File: src/rtl/sprite_drawer.sv
// sprite_drawer: draws one SPR_W x SPR_H sprite from a synchronous ROM into
// the VGA adapter, one pixel per clock, in raster order. Pixels whose ROM
// value equals TRANSPARENT are skipped, and off-screen pixels are clipped.
// In erase mode bg_color is painted over the sprite's opaque footprint.
//
// Ports:
//   clock, resetn          clock, asynchronous active-low reset
//   start                  begin a draw (sampled only while idle)
//   erase, x0, y0,         draw context, latched with start
//   bg_color
//   rom_addr / rom_data    sprite ROM port (rom_data lags rom_addr by 1 cycle)
//   x, y, color, write     registered pixel stream to vga_adapter
//   busy                   draw in progress
//   done                   one-cycle pulse when a draw completes
module sprite_drawer #(
  parameter int nX          = 10,
  parameter int nY          = 9,
  parameter int COLOR_DEPTH = 9,
  parameter int SPR_W       = 16,
  parameter int SPR_H       = 16,
  parameter int AW          = 8,
  parameter int X_MAX       = 640,
  parameter int Y_MAX       = 480,
  parameter int TRANSPARENT = 0
) (
  input  logic                   clock,
  input  logic                   resetn,
  input  logic                   start,
  input  logic                   erase,
  input  logic [nX-1:0]          x0,
  input  logic [nY-1:0]          y0,
  input  logic [COLOR_DEPTH-1:0] bg_color,
  output logic [AW-1:0]          rom_addr,
  input  logic [COLOR_DEPTH-1:0] rom_data,
  output logic [nX-1:0]          x,
  output logic [nY-1:0]          y,
  output logic [COLOR_DEPTH-1:0] color,
  output logic                   write,
  output logic                   busy,
  output logic                   done
);

  localparam int CW = (SPR_W > 1) ? $clog2(SPR_W) : 1;
  localparam int RW = (SPR_H > 1) ? $clog2(SPR_H) : 1;

  typedef enum logic [1:0] {
    S_IDLE,
    S_RUN,
    S_FLUSH
  } state_t;

  state_t state_q, state_d;

  // Coordinate sums carry one extra bit so a sprite hanging past the right
  // or bottom edge is clipped instead of wrapping onto column/row 0.
  function automatic logic [nX:0] add_x(input logic [nX-1:0] base,
                                        input logic [CW-1:0] off);
    return {1'b0, base} + (nX+1)'(off);
  endfunction

  function automatic logic [nY:0] add_y(input logic [nY-1:0] base,
                                        input logic [RW-1:0] off);
    return {1'b0, base} + (nY+1)'(off);
  endfunction

  function automatic logic on_screen(input logic [nX:0] sx,
                                     input logic [nY:0] sy);
    return (sx < (nX+1)'(X_MAX)) && (sy < (nY+1)'(Y_MAX));
  endfunction

  logic [CW-1:0]          col_p0;
  logic [RW-1:0]          row_p0;
  logic [AW-1:0]          addr_p0;
  logic                   vld_p0;
  logic                   last_p0;
  logic                   accept;
  logic                   fin_q;
  logic                   busy_q;
  logic                   done_q;

  logic [nX-1:0]          x0_q;
  logic [nY-1:0]          y0_q;
  logic                   erase_q;
  logic [COLOR_DEPTH-1:0] bg_q;

  logic [CW-1:0]          col_p1;
  logic [RW-1:0]          row_p1;
  logic                   vld_p1;
  logic [nX:0]            sum_x_p1;
  logic [nY:0]            sum_y_p1;
  logic                   opaque_p1;

  logic [nX-1:0]          x_p2;
  logic [nY-1:0]          y_p2;
  logic [COLOR_DEPTH-1:0] color_p2;
  logic                   write_p2;

  assign accept  = (state_q == S_IDLE) && start;
  assign vld_p0  = (state_q == S_RUN);
  assign last_p0 = (col_p0 == CW'(SPR_W - 1)) && (row_p0 == RW'(SPR_H - 1));

  always_ff @(posedge clock or negedge resetn) begin
    if (!resetn) state_q <= S_IDLE;
    else         state_q <= state_d;
  end

  always_comb begin
    state_d = state_q;
    case (state_q)
      S_IDLE:  if (start)   state_d = S_RUN;
      S_RUN:   if (last_p0) state_d = S_FLUSH;
      S_FLUSH: state_d = S_IDLE;
      default: state_d = S_IDLE;
    endcase
  end

  // Stage 0: address generation. The counters return to 0 after the final
  // address so rom_addr rests at 0 while idle.
  always_ff @(posedge clock or negedge resetn) begin
    if (!resetn) begin
      col_p0  <= '0;
      row_p0  <= '0;
      addr_p0 <= '0;
    end else if (accept) begin
      col_p0  <= '0;
      row_p0  <= '0;
      addr_p0 <= '0;
    end else if (vld_p0) begin
      if (last_p0) begin
        col_p0  <= '0;
        row_p0  <= '0;
        addr_p0 <= '0;
      end else begin
        addr_p0 <= addr_p0 + AW'(1);
        if (col_p0 == CW'(SPR_W - 1)) begin
          col_p0 <= '0;
          row_p0 <= row_p0 + RW'(1);
        end else begin
          col_p0 <= col_p0 + CW'(1);
        end
      end
    end
  end

  // The state is already IDLE in the cycle before done, so a start arriving
  // there is accepted; busy is held separately so it stays high until the
  // last pixel has left stage 2 (or a chained draw keeps it high).
  always_ff @(posedge clock or negedge resetn) begin
    if (!resetn) begin
      fin_q  <= 1'b0;
      done_q <= 1'b0;
      busy_q <= 1'b0;
    end else begin
      fin_q  <= (state_q == S_FLUSH);
      done_q <= fin_q;
      if (accept)     busy_q <= 1'b1;
      else if (fin_q) busy_q <= 1'b0;
    end
  end

  always_ff @(posedge clock) begin
    if (accept) begin
      x0_q    <= x0;
      y0_q    <= y0;
      erase_q <= erase;
      bg_q    <= bg_color;
    end
  end

  // Stage 1: align (col,row,valid) with rom_data from the registered ROM.
  always_ff @(posedge clock or negedge resetn) begin
    if (!resetn) vld_p1 <= 1'b0;
    else         vld_p1 <= vld_p0;
  end

  always_ff @(posedge clock) begin
    col_p1 <= col_p0;
    row_p1 <= row_p0;
  end

  assign sum_x_p1  = add_x(x0_q, col_p1);
  assign sum_y_p1  = add_y(y0_q, row_p1);
  assign opaque_p1 = (rom_data != COLOR_DEPTH'(TRANSPARENT));

  // Stage 2: registered pixel outputs to the adapter.
  always_ff @(posedge clock or negedge resetn) begin
    if (!resetn) begin
      x_p2     <= '0;
      y_p2     <= '0;
      color_p2 <= '0;
      write_p2 <= 1'b0;
    end else begin
      x_p2     <= sum_x_p1[nX-1:0];
      y_p2     <= sum_y_p1[nY-1:0];
      color_p2 <= erase_q ? bg_q : rom_data;
      write_p2 <= vld_p1 && opaque_p1 && on_screen(sum_x_p1, sum_y_p1);
    end
  end

  assign rom_addr = addr_p0;
  assign x        = x_p2;
  assign y        = y_p2;
  assign color    = color_p2;
  assign write    = write_p2;
  assign busy     = busy_q;
  assign done     = done_q;

endmodule

File: config.mk
export PLATFORM = sky130hd
export DESIGN_NAME = sprite_drawer
export DESIGN_NICKNAME = d
export VERILOG_FILES = /design/src/rtl/sprite_drawer.sv
export SDC_FILE = /design/constraint.sdc
export NUM_CORES = 1
export LEC_CHECK = 0
export ABC_CLOCK_PERIOD_IN_PS = 5800
export CAP_MARGIN = 20
export CELL_PAD_IN_SITES_DETAIL_PLACEMENT = 2
export CELL_PAD_IN_SITES_GLOBAL_PLACEMENT = 2
export CORE_ASPECT_RATIO = 0.5
export CORE_MARGIN = 3
export CORE_UTILIZATION = 36
export CTS_BUF_LIST = sky130_fd_sc_hd__clkbuf_16
export DETAILED_ROUTE_END_ITERATION = 12
export PLACE_DENSITY_LB_ADDON = 0.1
export RECOVER_POWER = 25
export SYNTH_ARGS = -nofsm -noshare
export SYNTH_HDL_FRONTEND = slang
export SYNTH_SLANG_ARGS = --single-unit
File: constraint.sdc
create_clock -name clock -period 5.8 [get_ports clock]
set_clock_uncertainty 0.1 [all_clocks]
set_input_delay 0.87 -clock clock [delete_from_list [all_inputs] [get_ports clock]]
set_output_delay 0.87 -clock clock [all_outputs]
set_load 0.05 [all_outputs]
==> flow_summary.ini, run 1 <==
[sta]
min_period_over_period_pct = 56.6
finalSetupViolCount = 0
hold_ws_ps = 284
worstMarginPinSlew_ps = 2870
finalSetupTns_ps = 0
hold_violations = 0
min_period_ps = 3280
slew_headroom_pct = -91.6
max_freq_mhz = 305
rsz0062_at_grt = no
finalMaxSlewViolations = 52

[synthesis]
yosys_warnings = 0
netlist_area_mm2 = 0.00345
synth_cell_types = 44
muxShareOfSynthArea_pct = 3.26
syn_nets = 311
synth_xor_area_share_pct = 4.06
synth_top_family_by_area = compound AO/OA/AOI/OAI gates
synth-seq-cells = 88
synth-simple-area-share_pct = 9.49
synth_compound_area_share_pct = 10.0
yosys_most_used_dff = dfrtp_1
synthCells = 257
synth_edf_count = 29
ys_seq_area_share_pct = 66.8
synthAdderAreaFrac_pct = 5.14
async_flop_share_pct = 58.0
synth_area_per_cell_um2 = 13.4

[setup_path]
end_kind = asynchronous set/reset pin
crit_fanout = 51
r2r-start = y0_q[0]
cp_data_arrival_time_ps = 3000
rrSetupSlack_ps = 3250
r2r_end = write
worst_path_max_delay_cell = clkbuf_1
critPathMaxStageDelay_ps = 2020
r2r_cells = 7
critical_path_depth = 2
path_delay_family = buffers and inverters
cp-start-kind = input port
critPathKind = in2async
crit_chain = buf_2 > clkbuf_1
required_ps = 5520
path_buf_inv = 2

[outcome]
outcome = finished, violations left
violations = capacitance limit, slew limit

[layout]
drive_gt1_share_pct = 9.12
area_growth_pct = 35.9
multi_input_area_mm2 = 0.00110
layout_commonest_cell = dfrtp_1
antennaDiodeCount = 0
seq_area_mm2 = 0.00231
final_cell_mix = dfrtp_1 (51), clkdlybuf4s50_1 (49), edfxtp_1 (29), dlygate4sd3_1 (29), nand2_1 (20)
n_fill_cell = 876
fin_nets = 400
final_util_pct = 52.1

[global_route]
grt_pass1_vias = 2791
gr-total-overflow = 0
grt_pass1_wl_um = 14600
grt_max_degree = 52
groute.usage.overall_pct = 18.0
antenna_found_initial = 0

[detailed_routing]
drc = 0
drt-pass1-iter-count = 4
vias_per_cell = 5.11
wl_um = 9120
ant_nets = 0
avgRoutedWirePerCell_um = 19.5
vias = 2392
drt_iter0_markers = 113

[floorplan]
die_w_um = 145
coreArea_mm2 = 0.00901
start_util_pct = 38.3
die_h_um = 75.3
ios = 80
dieArea_mm2 = 0.0109
rows = 24

[pwr]
vdd_ir_drop_max_mv = 0.137
leakagePower_nw = 1.82
power_density_mw_per_mm2 = 271

[clock_tree]
post_cts_resized = 0
post_cts_buffers = 0
cts_tree = done
path_clk_slew_ps = 60
cts_sinks = 88
cts-buffers-inserted = 9
cts_buffer_depth = 2
cts_root_buffer = clkbuf_16
ctsHoldBuffers = 0
clk-insertion-delay-late_ps = 340
htree_num_levels = 3

[placement]
portBuffers = 79
hpwl_um = 6560
finalWeightedCongestion = 0.783

[min_path]
hold_path.startpoint = fin_q
worstHoldPathCells = 0
min_to = done
worstHoldPathType = reg2reg

[run]
maxCapViolCount = 1
==> area by class of cell <==
class | count | area share [%]
clock buffers | 10 | 5.33
repair buffers | 82 | 17.1
clock inverters | 6 | 1.20
flip-flops and latches | 88 | 49.1
multi-input cells | 158 | 23.5
inverters | 7 | 0.560
well taps | 117 | 3.12
==> per-layer routing <==
| metal | vias up | global-route usage [%] | share of wire (%) | routed length [µm] |
|---|---|---|---|---|
| met2 | 65 | 33.3 | 52 | 4740 |
| met4 | 0 | 5.48 | 1.3 | 119 |
| met5 | - | 0 | 0 | 0 |
| li1 | 1108 | - | - | - |
| met3 | 10 | 5.39 | 5.0 | 457 |
| met1 | 1209 | 20.6 | 42 | 3800 |
==> stage by stage <==
| step | worst slack, ps | cells | instance area [µm²] | power (mW) |
|---|---|---|---|---|
| 3_3_place_gp | 3380 | 452 | 4390 | 0.702 |
| 5_1_grt | 1920 | 468 | 4690 | 1.32 |
| 4_1_cts | 3200 | 468 | 4700 | 1.30 |
| 2_1_floorplan | 3500 | 257 | 3450 | 0.663 |
| 6_report | 2520 | 468 | 4690 | 1.27 |
| 3_5_place_dp | 3240 | 452 | 4390 | 0.704 |
==> report_power, final <==
group          leakage, nW  internal (mW)  switching (mW)
combinational        0.772         0.0233          0.0199
clock                0.142          0.355           0.231
sequential           0.910          0.643        0.000504
total                 1.82           1.02           0.252
==> cell usage after synthesis (2+ instances only) <==
library cell | instances | share of area, %
a311oi_1 | 2 | 0.51
fa_1 | 2 | 1.2
clkbuf_1 | 2 | 0.22
a21o_1 | 4 | 0.87
o211ai_1 | 3 | 0.65
nand3_1 | 10 | 1.4
nand3b_1 | 3 | 0.65
ha_1 | 11 | 4.0
xnor2_1 | 11 | 2.8
o21ai_1 | 3 | 0.43
buf_2 | 2 | 0.29
nand2_1 | 20 | 2.2
inv_1 | 6 | 0.65
and3_1 | 2 | 0.36
edfxtp_1 | 29 | 25
nor2b_1 | 3 | 0.54
a22o_1 | 2 | 0.51
o21ai_0 | 19 | 2.8
mux2_2 | 10 | 3.3
o31ai_1 | 2 | 0.43
dfrtp_1 | 51 | 37
a31oi_1 | 2 | 0.36
dfxtp_1 | 8 | 4.6
nand4_1 | 5 | 0.91
nor3_1 | 2 | 0.29
a21oi_1 | 8 | 1.2
nor2_1 | 14 | 1.5
xor2_1 | 5 | 1.3
==> sequential cells by signal, indices dropped and copies added, names as in the netlist, 2 cells and up <==
name / flops
color: 9
rom_addr: 8
col_p1: 4
state_q: 2
x: 10
bg_q: 9
x0_q: 10
col_p0: 4
row_p1: 4
y: 9
row_p0: 4
y0_q: 9
==> worst max path at each step <==
stage                     start          end
floorplan               y0_q[0]        write
global placement          start    row_p0[3]
detailed placement        start    row_p0[3]
CTS                 rom_addr[0]  rom_addr[0]
global route             resetn   state_q[1]
finish                   resetn         x[0]
==> kinds of logic after synthesis <==
| kind of cell | count (synthesis) |
|---|---|
| adder cells (fa/ha/maj) | 13 |
| AND/OR/NAND/NOR | 66 |
| flip-flops | 88 |
| XOR/XNOR | 16 |
| buffers and inverters | 11 |
| AO/OA/AOI/OAI | 53 |
| multiplexers | 10 |
Note: power is estimated with default switching activity, not from simulation.
==> run 2, diff against run 1 <==
--- a/config.mk
+++ b/config.mk
@@ -5,13 +5,13 @@
 export SDC_FILE = /design/constraint.sdc
 export NUM_CORES = 1
 export LEC_CHECK = 0
-export ABC_CLOCK_PERIOD_IN_PS = 5800
+export ABC_CLOCK_PERIOD_IN_PS = 3000
 export CAP_MARGIN = 20
 export CELL_PAD_IN_SITES_DETAIL_PLACEMENT = 2
 export CELL_PAD_IN_SITES_GLOBAL_PLACEMENT = 2
 export CORE_ASPECT_RATIO = 0.5
 export CORE_MARGIN = 3
-export CORE_UTILIZATION = 36
+export CORE_UTILIZATION = 30
 export CTS_BUF_LIST = sky130_fd_sc_hd__clkbuf_16
 export DETAILED_ROUTE_END_ITERATION = 12
 export PLACE_DENSITY_LB_ADDON = 0.1
==> constraint.sdc (replaced) <==
create_clock -name clock -period 3 [get_ports clock]
set_clock_uncertainty 0.1 [all_clocks]
set_input_delay 0.45 -clock clock [delete_from_list [all_inputs] [get_ports clock]]
set_output_delay 0.45 -clock clock [all_outputs]
set_load 0.05 [all_outputs]
==> flow_summary.ini, run 2 (synthesis results as in run 1) <==
[outcome]
outcome = completed

[placement]
pre_cts_slack_ps = 541
portBuffers = 79
hpwl_um = 6320
finalWeightedCongestion = 0.744

[global_route]
antenna_found_initial = 0
grt_pass1_vias = 2751
grt_max_degree = 52
grt_pass1_wl_um = 14500
groute.usage.overall_pct = 14.7
gr-total-overflow = 0

[pwr]
power_density_mw_per_mm2 = 524
swShare_pct = 19.2
p_int_mw = 2.00
p_switching_uw = 476
pwr-share-comb_pct = 3.4
seqPwrFrac_pct = 50.1
vdd_ir_drop_max_mv = 0.235
leakagePower_nw = 1.85
p_clk_share_pct = 46.5

[floorplan]
coreArea_mm2 = 0.0111
dieArea_mm2 = 0.0129
die_w_um = 158
ios = 80
die_h_um = 81.9
start_util_pct = 31.1
rows = 27

[layout]
final_cell_mix = dfrtp_1 (51), clkdlybuf4s50_1 (49), edfxtp_1 (29), dlygate4sd3_1 (29), nand2_1 (20)
layout_commonest_cell = dfrtp_1
fin_nets = 400
drive_gt1_share_pct = 9.40
area_growth_pct = 36.9
final_util_pct = 42.6
antennaDiodeCount = 0

[run]
maxCapViolCount = 0

[clock_tree]
clk-insertion-delay-late_ps = 340
cts-buffers-inserted = 9
cts_root_buffer = clkbuf_16
post_cts_buffers = 0
htree_num_levels = 3
cts_sinks = 88
ctsHoldBuffers = 0
path_clk_slew_ps = 60
cts_buffer_depth = 2
cts_tree = done
post_cts_resized = 0

[setup_path]
cp-start-kind = flip-flop
critPathKind = reg2reg
end_kind = flip-flop
cp_data_arrival_time_ps = 2570
r2r_cells = 7
required_ps = 3090
crit_fanout = 4

[sta]
rsz0062_at_grt = no
finalMaxSlewViolations = 0
setup_ws_ps = 523
finalSetupTns_ps = 0
min_period_ps = 2480
worstMarginPinSlew_ps = 1340
hold_violations = 0
max_freq_mhz = 404
slew_headroom_pct = 10.7
min_period_over_period_pct = 82.6
finalSetupViolCount = 0
hold_ws_ps = 276

[detailed_routing]
drt_iter0_markers = 132
wl_um = 8700
vias_per_cell = 4.80
ant_nets = 0
vias = 2382
drc = 0
avgRoutedWirePerCell_um = 17.5
drt-pass1-iter-count = 4

[min_path]
worstHoldPathType = reg2reg
worstHoldPathCells = 0
==> run 2: cell count changes in the layout (fill, tap and decap cells not counted), sizes merged <==
cell and delta:
clkinv -1, clkbuf -1, clkinvlp -2, bufinv +1, inv +3
==> run 2: layout make-up <==
| cell class | count | area [µm²] |
|---|---|---|
| clock inverter | 7 | 81.3 |
| multi-input combinational | 158 | 1100 |
| timing repair buffer | 82 | 806 |
| sequential | 88 | 2310 |
| inverter | 7 | 26.3 |
| fill | 1150 | 6380 |
| tap | 145 | 181 |
| clock buffer | 9 | 225 |
==> run 2: per-layer routing <==
metal  track usage, %  wire length [µm]
met1             17.5              3740
met2             26.0              4360
met3             4.42               485
met4             4.68               110
met5                0                 0
==> run 2: critical path, cell delays in order (launching register included) <==
cell and delay (ps):
edfxtp_1 360, ha_1 240, fa_1 450, a211oi_2 280
nor2_1 120, or3_1 380, a311oi_1 330, a2111oi_2 60
==> run 2: power by group through the flow <==
stage               Combinational (mW)  Clock (mW)  Sequential [mW]
floorplan                      0.00364           0             1.28
global placement                0.0909           0             1.27
detailed placement              0.0944           0             1.27
CTS                             0.0950        1.20             1.24
global route                    0.0920        1.25             1.24
finish                          0.0838        1.15             1.24
==> run 2: path summary, 6_finish.rpt <==
| path | from | slack, ps | endpoint |
|---|---|---|---|
| setup / recovery | y0_q[0] | 520 | write |
| hold / removal | fin_q | 280 | done |
| setup reg to reg | y0_q[0] | 520 | write |
| hold reg to reg | fin_q | 280 | done |
| max in group asynchronous | resetn | 1590 | vld_p1 |
| min in group asynchronous | resetn | 390 | color[2] |
==> run 2: stage by stage <==
step | area [µm²] | std cells | power, mW
after CTS | 4730 | 496 | 2.54
after floorplan | 3450 | 257 | 1.28
after global placement | 4430 | 480 | 1.36
after detailed placement | 4430 | 480 | 1.36
after global routing | 4730 | 496 | 2.58
final | 4730 | 496 | 2.48
